`config.mk`:
```
export PLATFORM = sky130hd
export DESIGN_NAME = rv32_decode_stage
export DESIGN_NICKNAME = d
export VERILOG_FILES = /design/src/rtl/rv32_decode_stage.sv
export SDC_FILE = /design/constraint.sdc
export NUM_CORES = 1
export LEC_CHECK = 0
export ABC_AREA = 1
export CAP_MARGIN = 20
export CORE_MARGIN = 2
export CORE_UTILIZATION = 56
export DETAILED_ROUTE_END_ITERATION = 8
export PLACE_DENSITY = 0.86
export SETUP_SLACK_MARGIN = 0.02
export SLEW_MARGIN = 10
export SYNTH_ARGS = -nofsm -noshare
export SYNTH_HDL_FRONTEND = slang
export SYNTH_SLANG_ARGS = --single-unit
```
`constraint.sdc`:
```
create_clock -name clk_i -period 2.1 [get_ports clk_i]
set_input_delay 0.315 -clock clk_i [delete_from_list [all_inputs] [get_ports clk_i]]
set_output_delay 0.315 -clock clk_i [all_outputs]
set_load 0.05 [all_outputs]
```
`src/rtl/rv32_decode_stage.sv`:
```
// Registered RV32I(+M) decode stage with a 2-entry skid buffer between fetch and execute.
// Entry 0 drives the outputs; entry 1 catches one instruction accepted while entry 0 is stalled.
module rv32_decode_stage #(
    parameter int unsigned PC_W     = 32,
    parameter bit          ENABLE_M = 1'b0
) (
    input  logic            clk_i,
    input  logic            rst_i,
    input  logic            flush_i,
    input  logic            in_valid_i,
    output logic            in_ready_o,
    input  logic [31:0]     in_instr_i,
    input  logic [PC_W-1:0] in_pc_i,
    output logic            out_valid_o,
    input  logic            out_ready_i,
    output logic [PC_W-1:0] out_pc_o,
    output logic [4:0]      rd_o,
    output logic [4:0]      rs1_o,
    output logic [4:0]      rs2_o,
    output logic [2:0]      funct3_o,
    output logic [31:0]     imm_o,
    output logic [3:0]      alu_op_o,
    output logic            alu_src_o,
    output logic            md_en_o,
    output logic [2:0]      md_op_o,
    output logic            reg_write_o,
    output logic            mem_read_o,
    output logic            mem_write_o,
    output logic            mem_to_reg_o,
    output logic            branch_o,
    output logic            jump_o,
    output logic            jalr_o,
    output logic            auipc_o,
    output logic            illegal_o
);
    localparam logic [6:0] OpLui    = 7'b0110111;
    localparam logic [6:0] OpAuipc  = 7'b0010111;
    localparam logic [6:0] OpJal    = 7'b1101111;
    localparam logic [6:0] OpJalr   = 7'b1100111;
    localparam logic [6:0] OpBranch = 7'b1100011;
    localparam logic [6:0] OpLoad   = 7'b0000011;
    localparam logic [6:0] OpStore  = 7'b0100011;
    localparam logic [6:0] OpImm    = 7'b0010011;
    localparam logic [6:0] OpReg    = 7'b0110011;
    localparam logic [6:0] OpFence  = 7'b0001111;
    localparam logic [6:0] OpSystem = 7'b1110011;

    localparam logic [3:0] AluAdd = 4'd0, AluSub = 4'd1, AluOr = 4'd2, AluXor = 4'd3;
    localparam logic [3:0] AluAnd = 4'd4, AluSra = 4'd5, AluSrl = 4'd6, AluSll = 4'd7;
    localparam logic [3:0] AluSlt = 4'd8, AluSltu = 4'd9, AluPassB = 4'd15;

    typedef struct packed {
        logic [PC_W-1:0] pc;
        logic [4:0]      rd;
        logic [4:0]      rs1;
        logic [4:0]      rs2;
        logic [2:0]      funct3;
        logic [31:0]     imm;
        logic [3:0]      alu_op;
        logic            alu_src;
        logic            md_en;
        logic [2:0]      md_op;
        logic            reg_write;
        logic            mem_read;
        logic            mem_write;
        logic            mem_to_reg;
        logic            branch;
        logic            jump;
        logic            jalr;
        logic            auipc;
        logic            illegal;
    } bundle_t;

    // alt selects SUB for funct3=000 and SRA for funct3=101
    function automatic logic [3:0] alu_of(input logic [2:0] f3, input logic alt);
        case (f3)
            3'b000:  alu_of = alt ? AluSub : AluAdd;
            3'b001:  alu_of = AluSll;
            3'b010:  alu_of = AluSlt;
            3'b011:  alu_of = AluSltu;
            3'b100:  alu_of = AluXor;
            3'b101:  alu_of = alt ? AluSra : AluSrl;
            3'b110:  alu_of = AluOr;
            default: alu_of = AluAnd;
        endcase
    endfunction

    logic [6:0]  opcode, f7;
    logic [2:0]  f3;
    logic [31:0] imm_i, imm_s, imm_b, imm_u, imm_j;
    logic        legal;
    bundle_t     dec;

    assign opcode = in_instr_i[6:0];
    assign f3     = in_instr_i[14:12];
    assign f7     = in_instr_i[31:25];
    assign imm_i  = {{20{in_instr_i[31]}}, in_instr_i[31:20]};
    assign imm_s  = {{20{in_instr_i[31]}}, in_instr_i[31:25], in_instr_i[11:7]};
    assign imm_b  = {{19{in_instr_i[31]}}, in_instr_i[31], in_instr_i[7], in_instr_i[30:25],
                     in_instr_i[11:8], 1'b0};
    assign imm_u  = {in_instr_i[31:12], 12'b0};
    assign imm_j  = {{11{in_instr_i[31]}}, in_instr_i[31], in_instr_i[19:12], in_instr_i[20],
                     in_instr_i[30:21], 1'b0};

    always_comb begin
        dec        = '0;
        legal      = 1'b1;
        dec.pc     = in_pc_i;
        dec.rd     = in_instr_i[11:7];
        dec.rs1    = in_instr_i[19:15];
        dec.rs2    = in_instr_i[24:20];
        dec.funct3 = f3;
        case (opcode)
            OpLui: begin
                dec.imm = imm_u; dec.alu_op = AluPassB; dec.alu_src = 1'b1; dec.reg_write = 1'b1;
            end
            OpAuipc: begin
                dec.imm = imm_u; dec.alu_src = 1'b1; dec.reg_write = 1'b1; dec.auipc = 1'b1;
            end
            OpJal: begin
                dec.imm = imm_j; dec.jump = 1'b1; dec.reg_write = 1'b1;
            end
            OpJalr: begin
                dec.imm = imm_i; dec.alu_src = 1'b1; dec.jump = 1'b1; dec.jalr = 1'b1;
                dec.reg_write = 1'b1;
                legal = (f3 == 3'b000);
            end
            OpBranch: begin
                dec.imm = imm_b; dec.alu_op = AluSub; dec.branch = 1'b1;
                legal = (f3[2:1] != 2'b01);
            end
            OpLoad: begin
                dec.imm = imm_i; dec.alu_src = 1'b1; dec.mem_read = 1'b1; dec.mem_to_reg = 1'b1;
                dec.reg_write = 1'b1;
                legal = !((f3 == 3'b011) || (f3[2:1] == 2'b11));
            end
            OpStore: begin
                dec.imm = imm_s; dec.alu_src = 1'b1; dec.mem_write = 1'b1;
                legal = !f3[2] && (f3 != 3'b011);
            end
            OpImm: begin
                dec.imm = imm_i; dec.alu_src = 1'b1; dec.reg_write = 1'b1;
                dec.alu_op = alu_of(f3, (f3 == 3'b101) && in_instr_i[30]);
                if (f3 == 3'b001) legal = (f7 == 7'b0000000);
                if (f3 == 3'b101) legal = (f7 == 7'b0000000) || (f7 == 7'b0100000);
            end
            OpReg: begin
                dec.reg_write = 1'b1;
                if (f7 == 7'b0000000) begin
                    dec.alu_op = alu_of(f3, 1'b0);
                end else if (f7 == 7'b0100000) begin
                    dec.alu_op = alu_of(f3, 1'b1);
                    legal      = (f3 == 3'b000) || (f3 == 3'b101);
                end else if ((f7 == 7'b0000001) && ENABLE_M) begin
                    dec.md_en = 1'b1;
                    dec.md_op = f3;
                end else begin
                    legal = 1'b0;
                end
            end
            OpFence, OpSystem: dec.imm = imm_i;
            default: legal = 1'b0;
        endcase
        // Illegal bundles still flow in order but must not cause any side effect downstream
        if (!legal) begin
            dec.alu_op     = AluAdd;
            dec.alu_src    = 1'b0;
            dec.md_en      = 1'b0;
            dec.md_op      = 3'b000;
            dec.reg_write  = 1'b0;
            dec.mem_read   = 1'b0;
            dec.mem_write  = 1'b0;
            dec.mem_to_reg = 1'b0;
            dec.branch     = 1'b0;
            dec.jump       = 1'b0;
            dec.jalr       = 1'b0;
            dec.auipc      = 1'b0;
            dec.illegal    = 1'b1;
        end
        if (dec.rd == 5'd0) dec.reg_write = 1'b0;
    end

    bundle_t e0_q, e0_d, e1_q, e1_d;
    logic    v0_q, v0_d, v1_q, v1_d;
    logic    fire_in, fire_out;

    assign in_ready_o = !v1_q && !rst_i;
    assign fire_in    = in_valid_i && in_ready_o && !flush_i;
    assign fire_out   = v0_q && out_ready_i;

    always_comb begin
        e0_d = e0_q;
        e1_d = e1_q;
        v0_d = v0_q;
        v1_d = v1_q;
        if (flush_i) begin
            v0_d = 1'b0;
            v1_d = 1'b0;
        end else if (fire_out) begin
            // fire_in cannot coincide with a full entry 1 since in_ready is low then
            if (v1_q) begin
                e0_d = e1_q;
                v1_d = 1'b0;
            end else if (fire_in) begin
                e0_d = dec;
            end else begin
                v0_d = 1'b0;
            end
        end else if (fire_in) begin
            if (v0_q) begin
                e1_d = dec;
                v1_d = 1'b1;
            end else begin
                e0_d = dec;
                v0_d = 1'b1;
            end
        end
    end

    always_ff @(posedge clk_i) begin
        if (rst_i) begin
            e0_q <= '0;
            e1_q <= '0;
            v0_q <= 1'b0;
            v1_q <= 1'b0;
        end else begin
            e0_q <= e0_d;
            e1_q <= e1_d;
            v0_q <= v0_d;
            v1_q <= v1_d;
        end
    end

    assign out_valid_o  = v0_q;
    assign out_pc_o     = e0_q.pc;
    assign rd_o         = e0_q.rd;
    assign rs1_o        = e0_q.rs1;
    assign rs2_o        = e0_q.rs2;
    assign funct3_o     = e0_q.funct3;
    assign imm_o        = e0_q.imm;
    assign alu_op_o     = e0_q.alu_op;
    assign alu_src_o    = e0_q.alu_src;
    assign md_en_o      = e0_q.md_en;
    assign md_op_o      = e0_q.md_op;
    assign reg_write_o  = e0_q.reg_write;
    assign mem_read_o   = e0_q.mem_read;
    assign mem_write_o  = e0_q.mem_write;
    assign mem_to_reg_o = e0_q.mem_to_reg;
    assign branch_o     = e0_q.branch;
    assign jump_o       = e0_q.jump;
    assign jalr_o       = e0_q.jalr;
    assign auipc_o      = e0_q.auipc;
    assign illegal_o    = e0_q.illegal;

endmodule

```
# --- After elaboration in Yosys (flattened, before gate mapping) ---
# Index checks and enable logic that the tools add are counted.
totals:
  input_bits: 69
  output_inout_bits: 102
  memories: 0
  latchBits: 0
  regBits: 202
  mem_bits_rw: 0
  rom_bits: 0
op_classes:
  muxes: 33
  div_mod_pow: 0
  n_lt_le_gt_ge: 0
  n_bitwise: 2
  n_addsub: 0
  eq_ne: 24
  n_reduce_logical: 31
  n_shift: 0
  n_mul: 0
ops:
  columns: ["cell", "count"]
  rows:
  - ["two-way mux 100 bit", 5]
  - ["one-hot mux 32 bit (5 select lines)", 1]
  - ["one-hot mux 4 bit (7 select lines)", 3]
  - ["== test 7 x 6 -> 1 bit (second input constant)", 4]
  - ["== test 7 bit (second input constant)", 4]
  - ["two-way mux 1 bit", 18]
  - ["two-way mux 18 bit", 1]
  - ["one-hot mux 4 bit (4 select lines)", 1]
  - ["== test 7 x 5 -> 1 bit (second input constant)", 2]
  - ["OR reduction 5 bit", 2]
  - ["== test 3 bit (second input constant)", 3]
  - ["two-way mux 4 bit", 2]
  - ["AND reduction 4 bit", 2]
  - ["== test 7 x 2 -> 1 bit (second input constant)", 1]
  - ["== test 7 x 4 -> 1 bit (second input constant)", 1]
  - ["zero test 7 bit", 1]
  - ["one-hot mux 1 bit (7 select lines)", 1]
  - ["OR reduction 7 bit", 1]
  - ["== test 3 x 2 -> 1 bit (second input constant)", 2]
  - ["logical AND 1 bit", 6]
  - ["OR reduction 2 bit", 3]
  - ["OR reduction 6 bit", 1]
  - ["zero test 1 bit", 5]
  - ["zero test 5 bit", 1]
  - ["other kinds (13)", 19]

# --- Depth between registers and ports, before layout ---
# Gate-level depths: netlist of the first run.
depth:
  ltp_word: 10
  depth_mapped: 12
  ltp_nobuf: 11

# --- Worst setup path after synthesis of the first run ---
# No wires, ideal clock.
synth_path:
  path_type: "flip-flop to flip-flop"
  startpoint: "register v0_q, in the netlist out_valid_o"
  endpoint: "register e0_q (netlist bit funct3_o[0])"
  t_required_ps: 1975
  stages_incl_launch_ff: 10
  n_path_buf: 2
  arrival_ps: 1652
  path_slack_ps: 323
  path_cell_list: "dfxtp_1 -> nand2_1 -> inv_1 -> nand2_1 -> a21oi_2 -> nand2_2 -> clkinv_2 -> buf_6 -> buf_2 -> a31oi_1"
synth_via:
  elab_chain_len: 3
  word_cells_on_any_way: 5
  classes_between: "eq/ne (1); mux (1); reduce/logical (3)"
synth_rtl:
  columns: ["item", "line_no", "rtl"]
  rows:
  - ["start: declaration", "184", "logic v0_q, v0_d, v1_q, v1_d;"]
  - ["start signal: assignment", "229", "v0_q <= v0_d;"]
  - ["logical AND 1 bit", "189", "assign fire_out = v0_q && out_ready_i;"]
  - ["inequality test 2 x 1 -> 1 bit (no source line) / nonzero test 2 bit (equally long branches)", null, null]
  - ["AND reduction 4 bit (no source line)", null, null]
  - ["end signal: assignment", "222", "e0_q <= '0;"]
  - ["end signal: assignment", "227", "e0_q <= e0_d;"]
  - ["end: declaration", "183", "bundle_t e0_q, e0_d, e1_q, e1_d;"]
# Parallel ways exist; a longest one is shown, timed or not.
# A chain may end at the register's enable or synchronous reset.

# --- Final worst setup path of the first run ---
layout_path:
  startpoint: "register e0_q (netlist bit alu_op_o[2])"
  endpoint: "output alu_op_o[2]"
layout_rtl:
  columns: ["item", "line_no", "rtl"]
  rows:
  - ["end: declaration", "22", "output logic [3:0] alu_op_o,"]
# No word-level cell between the ends.

==> metrics.md, run 1 <==
| Metric | Value |
|---|---|
| Die Area | `between 15000 and 20000 µm²` |
| Async S/R FF share, synth | `0%` |
| Final Util | `approximately three quarters` |
| 1st-iter DRT viols | `a little under 700` |
| P_leak | `~5 nW` |
| Post-cts resize count | `0` |
| GRT Resource Usage Total | `between 30% and 40%` |
| Via Count | `approximately 8.6k` |
| EDFF count, synth | `0` |
| Crit path DAT | `roughly 1.7 ns` |
| Buf/Inv on CP | `1` |
| Status | `finished clean` |
| Row cnt | `44` |
| Top fanout value on the critical path | `2` |
| Hold_sp | `e1_q[90]$_SDFFE_PP0P_` |
| Longest Clk Path Bufs | `2` |
| DRC | `0` |
| CTS tree | `done` |
| Slew @ Worst Pin | `slightly below 0.6 ns` |
| Global-route wire length before repair | `40000 µm` |
| Final HPWL DP | `around 16000 µm` |
| Seq/Total Area, Yosys | `a little under half` |
| Req. time, crit path | `1.78 ns` |
| Slowest Stage Delay on Critical Path | `approximately 0.85 ns` |
| Initial antenna violation count | `0` |
| Top delay family on crit path | `buffers and inverters` |
| Port Buffers | `around 170` |
| CTS Buf Count | `17` |
| Syn Area/Cell | `between 7 and 8 µm²` |
| Max Clock Skew | `around 0.0090 ns` |
| Top-area cell type share of the netlist area | `between 40% and 50%` |
| Nets | `roughly 1.4k` |
| Most frequent cell after synthesis | `nand2_1` |
| Largest cells by area after synthesis | `dfxtp_1 45%, o21ai_0 11%, nand2_1 9.6%, a21oi_1 6.8%, nor2_1 5.5%` |
| Starting Density | `between 50 and 60%` |
| # IOs | `171` |
| Minimum hold slack | `between 0.4 and 0.5 ns` |
| ANT cells | `0` |
| Layout cell share with drive strength beyond 1 | `11.8%` |
| Synth-to-Final Area Change | `31.8%` |
| Worst setup margin | `roughly 0.13 ns` |
| Post-CTS Hold Fix Bufs | `0` |
| Critical path class | `reg2out` |
| Routability cong. | `slightly above 0.9` |
| Largest net degree at the start of global routing | `77` |
| Avg Vias per Cell | `between 5 and 6` |
| Worst setup path startpoint | `alu_op_o[2]$_SDFFE_PP0P_` |
| Tcrit/Tclk final | `between 90% and 100%` |
| Max_cap viols | `0` |
| CP Cell Sequence | `clkdlybuf4s50_1` |
| WL/cell | `16.0 µm` |
| Remaining antenna violation count | `0` |
| Worst r2r src | `v1_q$_SDFFE_PP0P_` |
| Setup violations, final | `0` |
| Root buffer cell | `clkbuf_16` |
| Max VDD drop | `~570 µV` |
| Synth area leader | `dfxtp_1` |
| Vias in the first global route | `~8.0k` |
| Slew Limit Fails | `0` |
| Unique masters post-synth | `33` |
| Synth Instances | `around 1.2k` |
| PwrDens | `a little under 700 nW/µm²` |
| FF+latch count, synth | `between 150 and 200` |
| H-tree levels | `4` |
| Cell Area, Synth | `approximately 8500 µm²` |
| Final hold vios | `0` |
| Hold Path Class | `reg2reg` |
| Rel. slew slack | `between 60% and 70%` |
| Top cells by count, synth | `216 x nand2_1, 192 x dfxtp_1, 185 x o21ai_0, 125 x nor2_1, 115 x a21oi_1` |
| DRT Wirelength | `approximately 24000 µm` |
| Clk sinks | `192` |
| Highest Clock Rate | `a little over 500 MHz` |
| Pre-CTS setup slack | `-0.0348 ns` |
| # Post-CTS Setup Buffers | `0` |
| DIE WIDTH | `approximately 130 µm` |
| Core footprint | `14600 µm²` |
| Synth warn | `0` |
| Clock transition at path regs | `0.06 ns` |
| Main flop type after synthesis | `dfxtp_1` |
| Die Ht | `between 100 and 150 µm` |
| Final min period | `roughly 2.0 ns` |
| Worst setup EP type | `output port` |
| Worst path slowest cell | `clkdlybuf4s50_1` |
| Total global routing overflow | `0` |
| Startpoint Class | `register` |
| Worst skew pair latency | `about 0.43 ns` |
| RSZ-0062 raised after global routing | `no` |
| Total power | `7.62 mW` |
| TritonRoute pass-1 iters | `8` |
[final timing paths]
check                              endpoint  slack (ns)  cells past startpoint
hold / removal    out_pc_o[22]$_SDFFE_PP0P_        0.47                      2
setup / recovery                alu_op_o[2]        0.13                      1
setup reg to reg        jalr_o$_SDFFE_PP0P_        0.38                     10
hold reg to reg   out_pc_o[22]$_SDFFE_PP0P_        0.47                      2
[final cells by class]
cell class,count,area [µm²]
clock buffer,22,464
inverter,60,229
clock inverter,9,61.3
fill,1113,3470
tap,184,230
multi-input combinational,819,3990
sequential,192,3840
timing repair buffer,236,2360
[cell families (layout without fill, tap and decap cells)]
family	Yosys count	after routing	synth area share, %
and+or+nand+nor	412	412	20.8
AOI/OAI and AO/OA	403	403	25.9
buffers and inverters	155	327	7.98
DFF	192	192	45.3
other	1	4	0.0442
[flip-flops by register name, summed over array words and instances (netlist names), 3 cells and up]
register and count:
funct3_o 3, rs2_o 5, rs1_o 5, alu_op_o 4
imm_o 32, out_pc_o 32, rd_o 5, e1_q 95
[worst register-to-register path, cell delays in order (launching register included)]
cell,delay (ns)
dfxtp_1,0.37
nor2_1,0.18
nand2_1,0.15
a21oi_2,0.16
nand2_2,0.10
clkinv_2,0.13
buf_12,0.19
o21ai_1,0.10
a21oi_1,0.15
a21oi_1,0.06
nor2_1,0.09
[placed cells by master, fill, tap and decap left out]
cell               n
nor3_1             4
nand2_1          215
inv_2              9
o21ai_2            1
inv_1             48
clkdlybuf4s50_1  165
clkinv_4           2
nand2_4            4
clkbuf_1           3
nand3_1           29
conb_1             4
buf_12            14
clkinv_1           1
or2_1              1
clkbuf_8           2
nand2_2           11
nand3_2           14
o21bai_1          25
clkinvlp_4         2
and2_1             1
nor2_4             3
o21ai_0          185
clkinv_2           5
dfxtp_1          192
inv_6              1
inv_4              1
o211ai_1           2
a31oi_1           52
clkbuf_16         17
o21a_1             1
o21ai_1           11
a21oi_1          115
a21oi_2           11
nor3b_1            1
nor2_1           124
nor2_2             4
buf_4             57
nand4_1            1
[power by group]
group	internal [mW]	switching [mW]	total [mW]
clock network	1.57	1.38	2.95
logic	0.358	0.560	0.918
registers	3.72	0.0398	3.76
[per-stage QoR]
stage / TNS [ns] / cells / instance area (µm²)
after global placement: -0.00756 / 1491 / 10700
after global routing: 0 / 1522 / 11200
after floorplan: 0 / 1166 / 8490
final: 0 / 1522 / 11200
after detailed placement: -0.155 / 1491 / 10700
after CTS: 0 / 1522 / 11200
[metal layers]
metal / track usage (%) / routed length (µm)
met1: 40.9 / 10800
met2: 49.3 / 11400
met3: 5.15 / 1700
met4: 10.4 / 491
met5: 0 / 0
No activity file was read; power rests on OpenSTA's default activity.
==> inputs of run 2 (changes only) <==
CELL_PAD_IN_SITES_DETAIL_PLACEMENT = 0   (was unset)
CELL_PAD_IN_SITES_GLOBAL_PLACEMENT = 1   (was unset)
CORE_UTILIZATION = 40   (was 56)
GPL_ROUTABILITY_DRIVEN = 0   (was unset)
PLACE_DENSITY = unset   (was 0.86)
PLACE_DENSITY_LB_ADDON = 0.1   (was unset)
==> run 2 against run 1 <==
Combinational power is 0.5% higher. Count of clock-buffer cells in the layout is 4 lower. Non-clock buffer count rose by 7. Wire length up 3.6%. Register-to-register slack gained 0.05 ns. Setup slack worse by 0.015 ns. Global-route usage decreased by 7.4 points. Critical path type unchanged. Critical endpoint is now out_valid_o. Largest cell class unchanged.
==> metrics.md, run 2 (synthesis gave the netlist of run 1 again) <==
| Metric | Value |
|---|---|
| Worst skew pair latency | `0.43 ns (about the same)` |
| Highest Clock Rate | `503 MHz (-0.76%)` |
| Remaining antenna violation count | `0 (unchanged)` |
| Biggest register | `e1_q` |
| Gate power share | `11.6% (-0.4 points)` |
| Total global routing overflow | `0 (unchanged)` |
| PwrDens | `695 nW/µm² (+2.0%)` |
| RSZ-0062 raised after global routing | `no` |
| Final hold vios | `0 (unchanged)` |
| Commonest non-fill, non-tap cell in the layout | `nand2_1` |
| Buf/Inv on CP | `1 (unchanged)` |
| Max Clock Skew | `0.0117 ns (+0.00264 ns)` |
| Layout cell share with drive strength beyond 1 | `12.6% (+0.75 points)` |
| Critical path class | `reg2out` |
| Crit path DAT | `1.67 ns (about the same)` |
| Cell-internal power | `5.72 mW (+1.4%)` |
| Final HPWL DP | `16800 µm (+5.2%)` |
| Slew @ Worst Pin | `0.603 ns (+0.0220 ns)` |
| Worst setup path startpoint | `out_valid_o$_SDFFE_PP0P_` |
| Sw Share | `28.3% (+2.3 points)` |
| Longest Clk Path Bufs | `2 (unchanged)` |
| Worst setup margin | `0.112 ns (-0.0150 ns)` |
| Via Count | `8182 (-4.9%)` |
| Non-Filler Instances | `1621 (+6.5%)` |
| Nets | `1402 (+0.50%)` |
| CTS tree | `done` |
| Slew Limit Fails | `0 (unchanged)` |
| Worst setup EP type | `output port` |
| CTS Buf Count | `17 (unchanged)` |
| Hold Path Class | `reg2reg` |
| Worst path slowest cell | `clkdlybuf4s50_1` |
| Synth-to-Final Area Change | `35.2%` |
| Final min period | `1.99 ns (+0.0150 ns)` |
| Clock transition at path regs | `0.08 ns (+0.02 ns)` |
| DRT Wirelength | `25300 µm (+3.6%)` |
| ANT cells | `0 (unchanged)` |
| Tcrit/Tclk final | `94.7% (+0.72 points)` |
| Clk sinks | `192 (unchanged)` |
| # IOs | `171 (unchanged)` |
| Starting Density | `40.6% (-17 points)` |
| Startpoint Class | `register` |
| Post-cts resize count | `0 (unchanged)` |
| Hold_sp | `e1_q[68]$_SDFFE_PP0P_` |
| CP Cell Sequence | `clkdlybuf4s50_1` |
| Top fanout value on the critical path | `5 (+3)` |
| Placed Instance Area | `10900 µm² (+2.0%)` |
| DRC | `0 (unchanged)` |
| Max VDD drop | `502 µV (-12%)` |
| H-tree levels | `4 (unchanged)` |
| Most frequent cells in the layout | `215 x nand2_1, 192 x dfxtp_1, 185 x o21ai_0` |
| Placed cell count | `1589 (+6.6%)` |
| Status | `finished clean` |
| Post-CTS Hold Fix Bufs | `0 (unchanged)` |
| Rel. slew slack | `59.7% (-1.5 points)` |
| 1st-iter DRT viols | `397 (-41%)` |
| Req. time, crit path | `1.78 ns (about the same)` |
| GRT Resource Usage Total | `22.8% (-7.4 points)` |
| Top delay family on crit path | `buffers and inverters` |
| Die Area | `22400 µm² (+39%)` |
| Fin area | `11500 µm² (+2.6%)` |
| Minimum hold slack | `0.470 ns (-0.000854 ns)` |
| Worst r2r src | `out_valid_o$_SDFFE_PP0P_` |
| Die Ht | `150 µm (+18%)` |
| Max_cap viols | `0 (unchanged)` |
| Root buffer cell | `clkbuf_16` |
| Initial antenna violation count | `0 (unchanged)` |
| Port Buffers | `166 (unchanged)` |
| Post-route setup TNS | `0 ns (unchanged)` |
| Global-route wire length before repair | `40700 µm (+1.7%)` |
| Max reg flops | `95 (unchanged)` |
| Clock network power share | `41.4% (+2.7 points)` |
| P_leak | `4.98 nW (+1.7%)` |
| Core footprint | `20900 µm² (+43%)` |
| Row cnt | `53 (+20%)` |
| Slowest Stage Delay on Critical Path | `0.84 ns (about the same)` |
| Setup violations, final | `0 (unchanged)` |
| Part of the power in registers | `47.0% (-2.3 points)` |
| Largest net degree at the start of global routing | `59 (-23%)` |
| WL/cell | `15.6 µm (-2.7%)` |
| Pre-CTS setup slack | `0.00637 ns (+0.0411 ns)` |
| Fillers | `2025 (+82%)` |
| Vias in the first global route | `7691 (-4.4%)` |
| DIE WIDTH | `150 µm (+18%)` |
| Avg Vias per Cell | `5.05 (-11%)` |
| TritonRoute pass-1 iters | `5 (-3)` |
| # Post-CTS Setup Buffers | `0 (unchanged)` |
| Psw | `2.25 mW (+14%)` |
run 2: changes by cell type in the layout (fill, tap and decap cells not counted), moves of 2 or more:
cell / previous run / this run
buf_12: 14 / 18
buf_4: 57 / 60
clkbuf_1: 3 / 0
clkinv_2: 5 / 0
clkinv_4: 2 / 0
clkinv_8: 0 / 2
inv_6: 1 / 3
inv_8: 0 / 6
run 2: per-layer routing:
| metal | wire length, µm | up-vias | track usage, % |
|---|---|---|---|
| met3 | 1340 | 20 | 3.78 |
| met1 | 12200 | 3738 | 31.9 |
| met4 | 238 | 0 | 5.24 |
| met2 | 11500 | 198 | 36.9 |
| met5 | 0 | - | 0 |
| li1 | - | 4226 | - |
run 2: layout make-up:
class | instances | area [µm²] | share of cell area, %
clock inverter | 14 | 158 | 1.37
clock buffer | 18 | 439 | 3.83
multi-input combinational | 819 | 3990 | 34.8
timing repair buffer | 243 | 2460 | 21.5
tap | 275 | 344 | 3.00
sequential | 192 | 3840 | 33.5
inverter | 60 | 230 | 2.01
run 2: path summary, 6_finish.rpt:
| kind | end | slack, ns | cells after the start |
|---|---|---|---|
| setup / recovery | out_valid_o | 0.11 | 1 |
| hold / removal | out_pc_o[0]$_SDFFE_PP0P_ | 0.47 | 2 |
| setup reg to reg | rs1_o[3]$_SDFFE_PP0P_ | 0.43 | 9 |
| hold reg to reg | out_pc_o[0]$_SDFFE_PP0P_ | 0.47 | 2 |
run 2: power by group through the flow:
stage / combinational, mW / clock, mW / sequential, mW
6_report: 0.923 / 3.30 / 3.75
5_1_grt: 0.992 / 3.54 / 3.76
4_1_cts: 0.927 / 3.38 / 3.75
3_5_place_dp: 0.923 / 0 / 3.84
3_3_place_gp: 0.925 / 0 / 3.84
2_1_floorplan: 0.297 / 0 / 4.04
run 2: metrics by stage:
stage / utilization [%] / total power, mW
6_report: 54.9 / 7.97
5_1_grt: 54.9 / 8.29
4_1_cts: 54.9 / 8.06
3_5_place_dp: 52.0 / 4.76
3_3_place_gp: 52.0 / 4.76
2_1_floorplan: - / 4.34
